### config.mk
export PLATFORM = sky130hd
export DESIGN_NAME = ktane_input_capture
export DESIGN_NICKNAME = d
export VERILOG_FILES = /design/src/rtl/ktane_io_pkg.sv /design/src/rtl/ktane_debounce.sv /design/src/rtl/ktane_input_capture.sv
export SDC_FILE = /design/constraint.sdc
export NUM_CORES = 1
export LEC_CHECK = 0
export CORE_MARGIN = 5
export CORE_UTILIZATION = 52
export CTS_CLUSTER_SIZE = 8
export DETAILED_ROUTE_END_ITERATION = 10
export PLACE_DENSITY = 0.8
export SETUP_SLACK_MARGIN = 0.1
export SYNTH_ARGS = -nofsm -noshare
export SYNTH_HDL_FRONTEND = slang
export SYNTH_SLANG_ARGS = --single-unit
### constraint.sdc
create_clock -name clock -period 2.9 [get_ports clock]
set_input_delay 0.725 -clock clock [delete_from_list [all_inputs] [get_ports clock]]
set_output_delay 0.725 -clock clock [all_outputs]
set_load 0.02 [all_outputs]
### src/rtl/ktane_io_pkg.sv
// Shared register offsets, MODE encodings and event-record layout for the KTANE input-capture block.
package ktane_io_pkg;

  localparam logic [2:0] REG_RAW    = 3'd0;
  localparam logic [2:0] REG_EVENT  = 3'd1;
  localparam logic [2:0] REG_MODE   = 3'd2;
  localparam logic [2:0] REG_STATUS = 3'd3;
  localparam logic [2:0] REG_POP    = 3'd4;

  typedef enum logic [1:0] {
    MODE_OFF  = 2'b00,
    MODE_RISE = 2'b01,
    MODE_FALL = 2'b10,
    MODE_BOTH = 2'b11
  } mode_e;

  localparam int REC_VALID = 15;
  localparam int REC_EDGE  = 8;
  localparam int REC_CH_HI = 2;
  localparam int REC_CH_LO = 0;

  function automatic logic [15:0] make_rec(input logic rise_edge, input logic [2:0] ch);
    logic [15:0] r;
    r = '0;
    r[REC_VALID] = 1'b1;
    r[REC_EDGE] = rise_edge;
    r[REC_CH_HI:REC_CH_LO] = ch;
    return r;
  endfunction

endpackage

### src/rtl/ktane_debounce.sv
// One channel: two-flop synchroniser, stability counter and debounced level with one-cycle rise/fall pulses.
// Edge pulses are registered and coincide with the cycle the new debounced level first appears.
module ktane_debounce #(
  parameter int DEBOUNCE_CYCLES = 50000
) (
  input  logic clock,
  input  logic reset,
  input  logic pin_i,
  output logic lvl_o,
  output logic rise_o,
  output logic fall_o
);

  localparam int CW = (DEBOUNCE_CYCLES > 1) ? $clog2(DEBOUNCE_CYCLES) : 1;

  logic          s1_q, s2_q;
  logic          lvl_q, lvl_d;
  logic          rise_q, rise_d;
  logic          fall_q, fall_d;
  logic [CW-1:0] cnt_q, cnt_d;

  always_comb begin
    cnt_d  = '0;
    lvl_d  = lvl_q;
    rise_d = 1'b0;
    fall_d = 1'b0;
    if (s2_q != lvl_q) begin
      if (cnt_q == CW'(DEBOUNCE_CYCLES - 1)) begin
        lvl_d  = ~lvl_q;
        rise_d = ~lvl_q;
        fall_d = lvl_q;
      end else begin
        cnt_d = cnt_q + 1'b1;
      end
    end
  end

  always_ff @(posedge clock or negedge reset) begin
    if (!reset) begin
      s1_q   <= 1'b0;
      s2_q   <= 1'b0;
      lvl_q  <= 1'b0;
      rise_q <= 1'b0;
      fall_q <= 1'b0;
      cnt_q  <= '0;
    end else begin
      s1_q   <= pin_i;
      s2_q   <= s1_q;
      lvl_q  <= lvl_d;
      rise_q <= rise_d;
      fall_q <= fall_d;
      cnt_q  <= cnt_d;
    end
  end

  assign lvl_o  = lvl_q;
  assign rise_o = rise_q;
  assign fall_o = fall_q;

endmodule

### src/rtl/ktane_input_capture.sv
// Memory-mapped input capture: debounced switch channels, per-channel edge qualification, sticky events and an event FIFO.
// Read data is registered one cycle after addr/re; FIFO overflow drops the record and sets a sticky OVF flag.
module ktane_input_capture
  import ktane_io_pkg::*;
#(
  parameter int          NUM_INPUTS      = 4,
  parameter int          DEBOUNCE_CYCLES = 50000,
  parameter int          FIFO_DEPTH      = 8,
  parameter logic [15:0] BASE_ADDR       = 16'hC000
) (
  input  logic                  clock,
  input  logic                  reset,
  input  logic [15:0]           addr,
  input  logic [15:0]           data,
  input  logic                  we,
  input  logic                  re,
  output logic [15:0]           q,
  output logic                  irq,
  input  logic [NUM_INPUTS-1:0] pins
);

  localparam int PW   = $clog2(FIFO_DEPTH);
  localparam int CNTW = PW + 1;
  localparam int MW   = 2 * NUM_INPUTS;

  logic [NUM_INPUTS-1:0] lvl, rise, fall;
  logic [NUM_INPUTS-1:0] qual_rise, qual_fall, qual_any;
  logic [NUM_INPUTS-1:0] event_q, event_d, pend_q, pend_d, pend_edge_q, pend_edge_d, arb_clr;
  logic [MW-1:0]         mode_q, mode_d;
  logic [PW-1:0]         wr_ptr_q, wr_ptr_d, rd_ptr_q, rd_ptr_d;
  logic [CNTW-1:0]       count_q, count_d;
  logic                  ovf_q, ovf_d, irq_q, irq_d;
  logic [15:0]           q_q, q_d;
  logic [15:0]           mem [FIFO_DEPTH];
  logic [15:0]           off;
  logic                  in_blk, wr_event, wr_mode, wr_status, full, empty, pop, push, ovf_set;
  logic                  arb_vld, arb_edge;
  logic [2:0]            arb_ch;
  logic                  unused_data;

  for (genvar gi = 0; gi < NUM_INPUTS; gi++) begin : g_ch
    ktane_debounce #(.DEBOUNCE_CYCLES(DEBOUNCE_CYCLES)) u_db (
      .clock  (clock),
      .reset  (reset),
      .pin_i  (pins[gi]),
      .lvl_o  (lvl[gi]),
      .rise_o (rise[gi]),
      .fall_o (fall[gi])
    );
  end

  assign off         = addr - BASE_ADDR;
  assign in_blk      = (off <= 16'd4);
  assign wr_event    = we && in_blk && (off[2:0] == REG_EVENT);
  assign wr_mode     = we && in_blk && (off[2:0] == REG_MODE);
  assign wr_status   = we && in_blk && (off[2:0] == REG_STATUS);
  assign unused_data = ^data;

  always_comb begin
    mode_e m;
    m         = MODE_OFF;
    qual_rise = '0;
    qual_fall = '0;
    for (int i = 0; i < NUM_INPUTS; i++) begin
      m = mode_e'(mode_q[2*i +: 2]);
      qual_rise[i] = rise[i] && (m == MODE_RISE || m == MODE_BOTH);
      qual_fall[i] = fall[i] && (m == MODE_FALL || m == MODE_BOTH);
    end
  end
  assign qual_any = qual_rise | qual_fall;

  // Descending scan so the lowest-index pending channel is the one that sticks.
  always_comb begin
    arb_vld  = 1'b0;
    arb_edge = 1'b0;
    arb_ch   = '0;
    arb_clr  = '0;
    for (int i = NUM_INPUTS - 1; i >= 0; i--) begin
      if (pend_q[i]) begin
        arb_vld    = 1'b1;
        arb_edge   = pend_edge_q[i];
        arb_ch     = 3'(i);
        arb_clr    = '0;
        arb_clr[i] = 1'b1;
      end
    end
  end

  always_comb begin
    pend_d      = (pend_q & ~arb_clr) | qual_any;
    pend_edge_d = pend_edge_q;
    for (int i = 0; i < NUM_INPUTS; i++) begin
      if (qual_any[i]) pend_edge_d[i] = qual_rise[i];
    end
  end

  assign full    = (count_q == CNTW'(FIFO_DEPTH));
  assign empty   = (count_q == '0);
  assign pop     = re && in_blk && (off[2:0] == REG_POP) && !empty;
  assign push    = arb_vld && (!full || pop);
  assign ovf_set = arb_vld && full && !pop;

  always_comb begin
    wr_ptr_d = wr_ptr_q + PW'(push);
    rd_ptr_d = rd_ptr_q + PW'(pop);
    count_d  = count_q + CNTW'(push) - CNTW'(pop);
    irq_d    = (count_d != '0);
    event_d  = (event_q & ~(wr_event ? data[NUM_INPUTS-1:0] : '0)) | qual_any;
    mode_d   = wr_mode ? data[MW-1:0] : mode_q;
    ovf_d    = ovf_set || (ovf_q && !(wr_status && data[15]));
    q_d      = '0;
    if (in_blk) begin
      case (off[2:0])
        REG_RAW:    q_d = 16'(lvl);
        REG_EVENT:  q_d = 16'(event_q);
        REG_MODE:   q_d = 16'(mode_q);
        REG_STATUS: q_d = {ovf_q, full, empty, 6'b0, 7'(count_q)};
        REG_POP:    q_d = empty ? 16'h0000 : mem[rd_ptr_q];
        default:    q_d = '0;
      endcase
    end
  end

  always_ff @(posedge clock) begin
    if (push) mem[wr_ptr_q] <= make_rec(arb_edge, arb_ch);
  end

  always_ff @(posedge clock or negedge reset) begin
    if (!reset) begin
      event_q     <= '0;
      pend_q      <= '0;
      pend_edge_q <= '0;
      mode_q      <= '0;
      wr_ptr_q    <= '0;
      rd_ptr_q    <= '0;
      count_q     <= '0;
      ovf_q       <= 1'b0;
      irq_q       <= 1'b0;
      q_q         <= '0;
    end else begin
      event_q     <= event_d;
      pend_q      <= pend_d;
      pend_edge_q <= pend_edge_d;
      mode_q      <= mode_d;
      wr_ptr_q    <= wr_ptr_d;
      rd_ptr_q    <= rd_ptr_d;
      count_q     <= count_d;
      ovf_q       <= ovf_d;
      irq_q       <= irq_d;
      q_q         <= q_d;
    end
  end

  assign q   = q_q;
  assign irq = irq_q;

endmodule

# After elaboration in Yosys (flattened, before gate mapping)
# Memories as Yosys holds them, arrays and structs flattened.
# Index checks and enable logic that the tools add are counted.
# W data, S select, Z words.
dict set report word_totals {
  out_inout_bits 17
  memories 1
  input_bits 40
  elab_cells 171
  mem_bits_rw 32
  ff_bits 132
}
dict set report op_classes {
  n_reduce_logical 41
  eq_ne 25
  addsub 9
  muxes 46
  bitwise_logic 11
  magnitude_cmp 1
}
# name depth word_bits rd rd_clocked_by_memory_dff wr line
set mem_list {}
lappend mem_list {mem 8 4 1 0 1 ktane_input_capture.sv:34} ;# logic [15:0] mem [FIFO_DEPTH];
# operator count
set ops {}
lappend ops {{$mux W16} 10}
lappend ops {{$pmux W16 S5} 1}
lappend ops {{$add A16 B1 Y16 const B} 4}
lappend ops {{$eq A16 B16 Y1 const B} 4}
lappend ops {{$mux W1} 26}
lappend ops {{$logic_and A1 B1 Y1} 20}
lappend ops {{$mux W4} 5}
lappend ops {{$eq A2 B2 Y1 const B} 8}
lappend ops {{$le A16 B3 Y1 const B} 1}
lappend ops {{$sub A16 B16 Y16 const B} 1}
lappend ops {{$or A4 B4 Y4} 3}
lappend ops {{$logic_or A1 B1 Y1} 10}
lappend ops {{$mux W3} 3}
lappend ops {{$and A4 B4 Y4} 2}
lappend ops {{$eq A2 B1 Y1 const B} 4}
lappend ops {{$not A4 Y4} 2}
lappend ops {{$reduce_and A2 Y1} 4}
lappend ops {{$add A3 B1 Y3} 2}
lappend ops {{$eq A3 B2 Y1 const B} 2}
lappend ops {{$add A4 B1 Y4} 1}
lappend ops {{$eq A4 B4 Y1 const B} 1}
lappend ops {{$logic_not A1 Y1} 4}
lappend ops {{$logic_not A4 Y1} 1}
lappend ops {{$ne A1 B1 Y1} 4}
lappend ops {{other kinds (7)} 10}

# Longest topological paths before layout
# Gate-level depths: netlist (run 1).
dict set report logic_depth {
  ltp_word 10
  mapped_depth 13
  ltp_nobuf 12
}

# Hierarchy
# From an unflattened synthesis (run 1), not the netlist that was laid out.
dict set report unflattened {
  cells_unflattened 579
  hier_area_um2 6964.2
}
# mod instances area_per_inst_um2 seq_area_each_um2 cells_per_inst
set modules_own_cells {}
lappend modules_own_cells {ktane_debounce 4 969.7 525.5 88}
lappend modules_own_cells {ktane_input_capture 1 3085.5 1821.7 227}

# Least setup slack after synthesis (run 1)
# OpenSTA, ideal clock, no wires.
dict set report synth_path {
  path_kind {input to register}
  from {in addr[3]}
  to {reg irq_q, in the netlist irq}
  stages 10
  path_buffers 1
  required_time_ps 2761
  arrival_time_ps 2854
  slack_ps -92
  path_cell_list {nor4b_2 > and4_1 > buf_4 > nand3_1 > mux2i_1 > ha_1 > inv_1 > fa_1 > inv_1 > or4_1}
}
dict set report synth_between {
  elab_chain_cells 10
}
# element line
set synth_rtl {}
lappend synth_rtl {{start, declared} ktane_input_capture.sv:13} ;# input logic [15:0] addr,
lappend synth_rtl {{$sub A16 B16 Y16 *} ktane_input_capture.sv:52} ;# assign off = addr - BASE_ADDR;
lappend synth_rtl {{$le A16 B3 Y1 *} ktane_input_capture.sv:53} ;# assign in_blk = (off <= 16'd4);
lappend synth_rtl {{$logic_and A1 B1 Y1 * (3 in series)} ktane_input_capture.sv:99} ;# assign pop = re && in_blk && (off[2:0] == REG_POP) && !empty;
lappend synth_rtl {{$logic_or A1 B1 Y1} ktane_input_capture.sv:100} ;# assign push = arb_vld && (!full || pop);
lappend synth_rtl {{$logic_and A1 B1 Y1} ktane_input_capture.sv:100}
lappend synth_rtl {{$add A4 B1 Y4} ktane_input_capture.sv:106} ;# count_d = count_q + CNTW'(push) - CNTW'(pop);
lappend synth_rtl {{$sub A4 B1 Y4 *} ktane_input_capture.sv:106}
lappend synth_rtl {{via count_d[1]} ktane_input_capture.sv:31} ;# logic [CNTW-1:0] count_q, count_d;
lappend synth_rtl {{$reduce_bool A4 Y1 *} ktane_input_capture.sv:107} ;# irq_d = (count_d != '0);
lappend synth_rtl {{via irq_d} ktane_input_capture.sv:32} ;# logic ovf_q, ovf_d, irq_q, irq_d;
lappend synth_rtl {{end signal, assigned} ktane_input_capture.sv:149} ;# irq_q <= irq_d;
lappend synth_rtl {{end, declared} ktane_input_capture.sv:32}
# Mark *: on every way through the listed nets, which the timed path passes. The rest lies on a longest branch.
# A chain may end at the register's enable or synchronous reset.

# Worst setup path after layout (run 1)
dict set report layout_path {
  from {reg count_q[2]}
  to {reg irq_q, in the netlist irq}
}
dict set report layout_between {
  elab_chain_cells 8
}
# element line
set layout_rtl {}
lappend layout_rtl {{start, declared} ktane_input_capture.sv:31}
lappend layout_rtl {{start signal, assigned} ktane_input_capture.sv:147} ;# count_q <= count_d;
lappend layout_rtl {{$logic_not A4 Y1} ktane_input_capture.sv:98} ;# assign empty = (count_q == '0);
lappend layout_rtl {{$logic_not A1 Y1} ktane_input_capture.sv:99}
lappend layout_rtl {{$logic_and A1 B1 Y1} ktane_input_capture.sv:99}
lappend layout_rtl {{$logic_or A1 B1 Y1} ktane_input_capture.sv:100}
lappend layout_rtl {{$logic_and A1 B1 Y1} ktane_input_capture.sv:100}
lappend layout_rtl {{$add A4 B1 Y4} ktane_input_capture.sv:106}
lappend layout_rtl {{$sub A4 B1 Y4 *} ktane_input_capture.sv:106}
lappend layout_rtl {{via count_d[1]} ktane_input_capture.sv:31}
lappend layout_rtl {{$reduce_bool A4 Y1 *} ktane_input_capture.sv:107}
lappend layout_rtl {{via irq_d} ktane_input_capture.sv:32}
# Marked as above.

==> metrics.cfg, run 1 <==
[clock_network]
root_buffer=clkbuf_16
path_clk_slew_ns=0.06
cts_num_sinks=152
clk_latency_ns=0.42
clock_path_buffers=2
cts-buffers-inserted=17
cts_tree=built
htree_levels=4
holdBufCountCts=0

[sta]
setup_ws_ns=-0.000965
hold_viol=0
finalMaxSlewViolations=0
rsz0062_at_grt=yes
min_period_over_period_pct=100
fin_crit_ns=2.90
tightest_slew_ns=0.709
setup_viol=1
setup_tns_ns=-0.000965
hold_ws_ns=0.336
max_freq_ghz=0.345
fin_skew_ns=0.00510
relSlewSlack_pct=52.8

[detailed_routing]
via_per_inst=5.53
wl_per_cell_um=16.6
vias=4771
drtPass1Iterations=5
first_iter_violations=456
drc=0
totalWireLength_um=14300
final_antenna_net_count=0

[power_and_ir_drop]
totalPowerFinal_w=0.00487
p_per_area_mw_per_mm2=572
max-vdd-ir-drop_mv=0.445
power.leakage_nw=3.68

[placement]
gp_congestion=0.891
dpl_cell_area_sq_mm=0.00765
portBuffers=45
dp_hpwl_um=9580

[die]
fp.dieH_um=125
dieArea_sq_mm=0.0155
initial_core_util_pct=52.3
core_area_sq_mm=0.0131
rows=42
die_w_um=125
pin_count=57

[logic_synthesis]
yosys_most_used_dff=dfrtp_1
synth_edf_count=24
ys_types=47
syn_inst=580
yosys_warnings=0
async_reset_ff_share_pct=84.2
syn_avg_cell_area_sq_um=11.8
ys_seq_area_share_pct=57.4
ys_seq_elements=152
mappedNetlistArea_sq_mm=0.00684

[hold_path]
hp-class=in2async

[final_layout]
fin_nets=729
fin_area_sq_mm=0.00851
nFillCells=922
layout_commonest_cell=dfrtp_1
area_growth_pct=24.4
drive_gt1_share_pct=16.9
layout_common_cells=dfrtp_1 (128), nor2_1 (86), xnor2_1 (49), buf_4 (46), nand2_1 (40)
diodes=0

[global_routing]
track_usage_pct=19.3
grt_max_degree=55
grt_overflow=0
grt_pass1_wl_um=24100
antenna_found_initial=0
first_global_vias=4911

[run]
maxCapViolCount=0

[setup_path]
r2r-start=count_q[2]
r2r_end=irq
reg2reg_slack_ns=-0.001
worst-setup-path-type=reg2reg
required_ns=3.19
crit_path_end_kind=register
r2r_cells=11
startpoint_type=register
worstPathArrival_ns=3.19
worstPathMaxFanout=3

[status]
status=finished, violations left
violations=setup timing

==> sequential cells by signal, indices dropped and copies added, names as in the netlist, 8 cells and up <==
signal and flops:
mem 24, g_ch.u_db.cnt_q 64, q 12, mode_q 8
==> how the worst max path moves through the flow <==
| stage | startpoint | to | slack, ns |
|---|---|---|---|
| CTS | addr[15] | irq | 0.003 |
| global route | count_q[2] | irq | -0.07 |
| global placement | addr[9] | irq | -0.55 |
| finish | count_q[2] | irq | -0.001 |
| floorplan | addr[9] | irq | -0.01 |
| detailed placement | addr[3] | irq | -0.60 |
==> what timing repair did <==
item / CTS / global route
pin swaps: 5 / 5
buffers inserted: 19 / 2
gates cloned: 0 / 0
resized for setup: 11 / 11
endpoints found under the setup margin: 1 / 6
==> final cells by class <==
| type | count | area (sq um) | share of cell area [%] |
|---|---|---|---|
| Multi-Input combinational cell | 396 | 2820 | 33.2 |
| Inverter | 17 | 63.8 | 0.750 |
| Clock inverter | 4 | 97.6 | 1.15 |
| Clock buffer | 27 | 576 | 6.76 |
| Tap cell | 176 | 220 | 2.59 |
| Timing Repair Buffer | 91 | 807 | 9.48 |
| Sequential cell | 152 | 3920 | 46.1 |
==> through the flow <==
step	util (%)	instances	setup slack, ns
2_1_floorplan	-	583	-0.0144
3_3_place_gp	58.5	811	-0.546
3_5_place_dp	58.5	811	-0.597
4_1_cts	64.7	861	0.00288
5_1_grt	65.0	863	-0.0695
6_report	65.0	863	-0.000965
==> cell families (layout without fill, tap and decap cells) <==
| family | count (synthesis) | in the layout | share of synthesized area, % |
|---|---|---|---|
| other | 1 | 4 | 0.0548 |
| adder cells (fa/ha/maj) | 14 | 14 | 2.67 |
| buffers and inverters | 35 | 139 | 2.41 |
| multiplexers | 26 | 26 | 5.94 |
| XOR/XNOR | 64 | 64 | 8.19 |
| flip-flops | 152 | 152 | 57.4 |
| AND/OR/NAND/NOR | 263 | 263 | 20.7 |
| AO/OA/AOI/OAI | 25 | 25 | 2.62 |
==> critical path, stage by stage, from the launching register on <==
cell and delay (ns):
dfrtp_1 0.40, inv_2 0.06, ha_1 0.14, or3b_4 0.39, and3_4 0.21, nand3_4 0.07, mux2i_1 0.22, ha_2 0.21
inv_2 0.04, fa_1 0.47, inv_1 0.05, or4_1 0.52
==> cells in the mapped netlist, drive strengths merged (14+ instances only) <==
library cell  count  area, sq um
xor2             15          131
xnor2            49          429
nand4            23          159
nor2             86          323
nor4             24          163
edfxtp           24          721
nand3            19         95.1
nand2            40          150
inv              17         63.8
nor3             15         75.1
mux2             14          158
dfrtp           128         3200
==> where the power goes <==
part / internal, W / leakage, nW / switching, W
registers: 0.00219 / 2.01 / 0.0000237
logic: 0.000102 / 1.35 / 0.000117
clock network: 0.00161 / 0.328 / 0.000819
==> layer usage <==
layer	GRT usage [%]	share of wire [%]	vias up
met5	0	0	-
met4	7.03	2.0	0
met3	5.27	4.3	25
met2	33.3	52	140
met1	23.1	42	2363
li1	-	-	2243
Note: power is estimated with default switching activity, not from simulation.
==> run 2, diff against run 1 <==
ABC_AREA = 1   (was not set)
CORE_UTILIZATION = 53   (was 52)
==> run 2 against run 1 <==
  * The run now ends clean
  * Worst setup slack better by 0.26 ns
  * Critical path type is now in2reg
  * First-iteration DRC count up 2.4%
  * Synthesized cell count up 44%
  * Final area up 0.49%
  * Largest power group is now registers
  * Combinational power down 12%
  * Register-to-register slack better by 0.39 ns
==> metrics.cfg, run 2 <==
[power_and_ir_drop]
p_per_area_mw_per_mm2=537  ; -6.1%
power.leakage_nw=3.85  ; +4.5%
max-vdd-ir-drop_mv=0.413  ; -7.3%

[sta]
hold_viol=0  ; unchanged
relSlewSlack_pct=52.7  ; -0.069 points
setup_ws_ns=0.260  ; +0.261 ns
min_period_over_period_pct=91.0  ; -9.0 points
fin_crit_ns=2.64  ; -0.261 ns
max_freq_ghz=0.379  ; +9.9%
rsz0062_at_grt=no
finalMaxSlewViolations=0  ; unchanged
fin_skew_ns=0.00483  ; -0.000272 ns
tightest_slew_ns=0.710  ; +0.00103 ns
setup_viol=0  ; -1

[setup_path]
worst-setup-path-type=in2reg
path_delay_family=simple AND/OR/NAND/NOR gates
worstPathArrival_ns=2.95  ; -0.24 ns
slowest_delay_ns=0.47  ; -0.05 ns
worstPathMaxFanout=5  ; +2
required_ns=3.21  ; +0.02 ns
path_buf_inv=3  ; unchanged
startpoint_type=primary input
cp_slowest_cell=clkdlybuf4s50_1
crit_path_end_kind=register
crit_chain=clkdlybuf4s50_1 -> nand3_1 -> nor2_4 -> nand2_4 -> nor2_8 -> nand2_4 -> nor2_2 -> inv_1 -> nand2_1 -> ha_2 -> inv_1 -> fa_2 -> xnor2_2 -> nor3_2 -> nand2_1

[clock_network]
root_buffer=clkbuf_16
clock_path_buffers=2  ; unchanged
cts_tree=built
cts-buffers-inserted=17  ; unchanged
holdBufCountCts=0  ; unchanged
post-cts-setup-buffers=0  ; -19
clk_latency_ns=0.42  ; about the same
path_clk_slew_ns=0.06  ; about the same
cts_num_sinks=152  ; unchanged
htree_levels=4  ; unchanged
ctsResizeCount=0  ; -11

[logic_synthesis]
syn_inst=838  ; +44%
ys_types=39  ; -17%
yosys_warnings=0  ; unchanged
yosys_most_used_dff=dfrtp_1
synth_top_area_cell=dfrtp_1
synthTopCellsByArea=dfrtp_1 (44%), edfxtp_1 (10%), nand2_1 (8.5%), nor2_1 (7.7%), inv_1 (5.9%)
mappedNetlistArea_sq_mm=0.00723  ; +5.7%
synthTopCellsByCount=nand2_1 (163), nor2_1 (148), dfrtp_1 (128)
ys_seq_elements=152  ; unchanged
synth_top_area_share_pct=44.3  ; -2.5 points
synth_edf_count=24  ; unchanged
async_reset_ff_share_pct=84.2  ; unchanged
syn_avg_cell_area_sq_um=8.63  ; -27%
synth_most_common_cell=nand2_1
ys_seq_area_share_pct=54.3  ; -3.1 points

[detailed_routing]
totalWireLength_um=14400  ; +0.64%
wl_per_cell_um=13.1  ; -21%
drc=0  ; unchanged
first_iter_violations=467  ; +2.4%
final_antenna_net_count=0  ; unchanged
vias=5614  ; +18%
drtPass1Iterations=5  ; unchanged
via_per_inst=5.13  ; -7.3%

[placement]
dpl_cell_area_sq_mm=0.00793  ; +3.6%
dp_hpwl_um=10300  ; +7.7%
pre_cts_ws_ns=-0.186  ; +0.411 ns
portBuffers=45  ; unchanged
gp_congestion=0.840  ; -5.7%

[die]
pin_count=57  ; unchanged
core_area_sq_mm=0.0133  ; +1.6%
initial_core_util_pct=54.4  ; +2.1 points
dieArea_sq_mm=0.0161  ; +3.4%
die_w_um=127  ; +1.7%
fp.dieH_um=127  ; +1.7%
rows=42  ; unchanged

[final_layout]
largest_reg_flops=64  ; unchanged
diodes=0  ; unchanged
area_growth_pct=18.3
fin_nets=960  ; +32%
drive_gt1_share_pct=9.90  ; -7.0 points
nFillCells=1049  ; +14%
fin_area_sq_mm=0.00855  ; +0.49%
regMostFlops=g_ch.u_db.cnt_q
layout_commonest_cell=nand2_1
layout_common_cells=nand2_1 (163), nor2_1 (146), dfrtp_1 (128), inv_1 (114), nand3_1 (46)

[hold_path]
hp-class=in2async

[global_routing]
first_global_vias=5513  ; +12%
antenna_found_initial=0  ; unchanged
track_usage_pct=18.8  ; -0.52 points
grt_max_degree=76  ; +38%
grt_overflow=0  ; unchanged
grt_pass1_wl_um=24400  ; +1.6%

[status]
status=finished clean

[run]
maxCapViolCount=0  ; unchanged

==> run 2: final cells by class <==
cell class	count	area, sq um	area share, %
clock buffer	18	450	5.27
clock inverter	14	146	1.71
inverter	117	439	5.14
multi-input combinational	561	2830	33.1
sequential	152	3920	45.9
tap	176	220	2.57
timing repair buffer	57	542	6.34
==> run 2: worst paths after layout <==
path	start	end	slack, ns	depth (start not counted)
worst max-delay path	addr[14]	irq	0.26	15
worst min-delay path	reset	g_ch[1].u_db.cnt_q[10]	0.32	1
worst max register to register	count_q[2]	irq	0.39	15
worst min register to register	g_ch[3].u_db.s1_q	g_ch[3].u_db.s2_q	0.36	0
max in group asynchronous	reset	q[3]	1.90	2
min in group clock	g_ch[3].u_db.s1_q	g_ch[3].u_db.s2_q	0.36	0
==> run 2: kinds of logic after synthesis <==
logic type | share of synthesized area, %
other | 0.0519
XOR/XNOR | 2.30
AO/OA/AOI/OAI | 5.73
buffers and inverters | 7.11
AND/OR/NAND/NOR | 28.0
flip-flops | 54.3
adder cells (fa/ha/maj) | 2.53
==> run 2: report_power, final <==
| group | internal, W | switching, W | leakage, nW |
|---|---|---|---|
| clock network | 0.00132 | 0.000872 | 0.279 |
| registers | 0.00219 | 0.0000221 | 2.00 |
| logic | 0.0000777 | 0.000114 | 1.57 |
==> run 2: stage by stage <==
stage | power [W] | util (%) | instances | TNS, ns | hold slack, ns
after floorplan | 0.00233 | - | 841 | 0 | 0.331
after global placement | 0.00244 | 59.6 | 1063 | -0.137 | 0.351
after detailed placement | 0.00244 | 59.6 | 1063 | -0.186 | 0.352
after CTS | 0.00463 | 64.1 | 1095 | 0 | 0.337
after global routing | 0.00475 | 64.3 | 1095 | 0 | 0.367
final | 0.00459 | 64.3 | 1095 | 0 | 0.323
==> run 2: worst register-to-register path: stages, from the launching register on <==
cell and delay, ns:
dfrtp_1 0.37, inv_1 0.09, ha_1 0.20, nand3_1 0.14, nand3_2 0.10, nor2_2 0.16
nand2_4 0.08, nor2_2 0.10, inv_1 0.06, nand2_1 0.06, ha_2 0.17, inv_1 0.05
fa_2 0.35, xnor2_2 0.16, nor3_2 0.22, nand2_1 0.07
==> run 2: layer usage <==
layer | share of wire (%) | GRT usage (%) | up-vias
li1 | - | - | 2811
met1 | 44 | 23.4 | 2640
met2 | 49 | 31.5 | 144
met3 | 5.3 | 4.67 | 19
met4 | 1.9 | 7.51 | 0
met5 | 0 | 0 | -
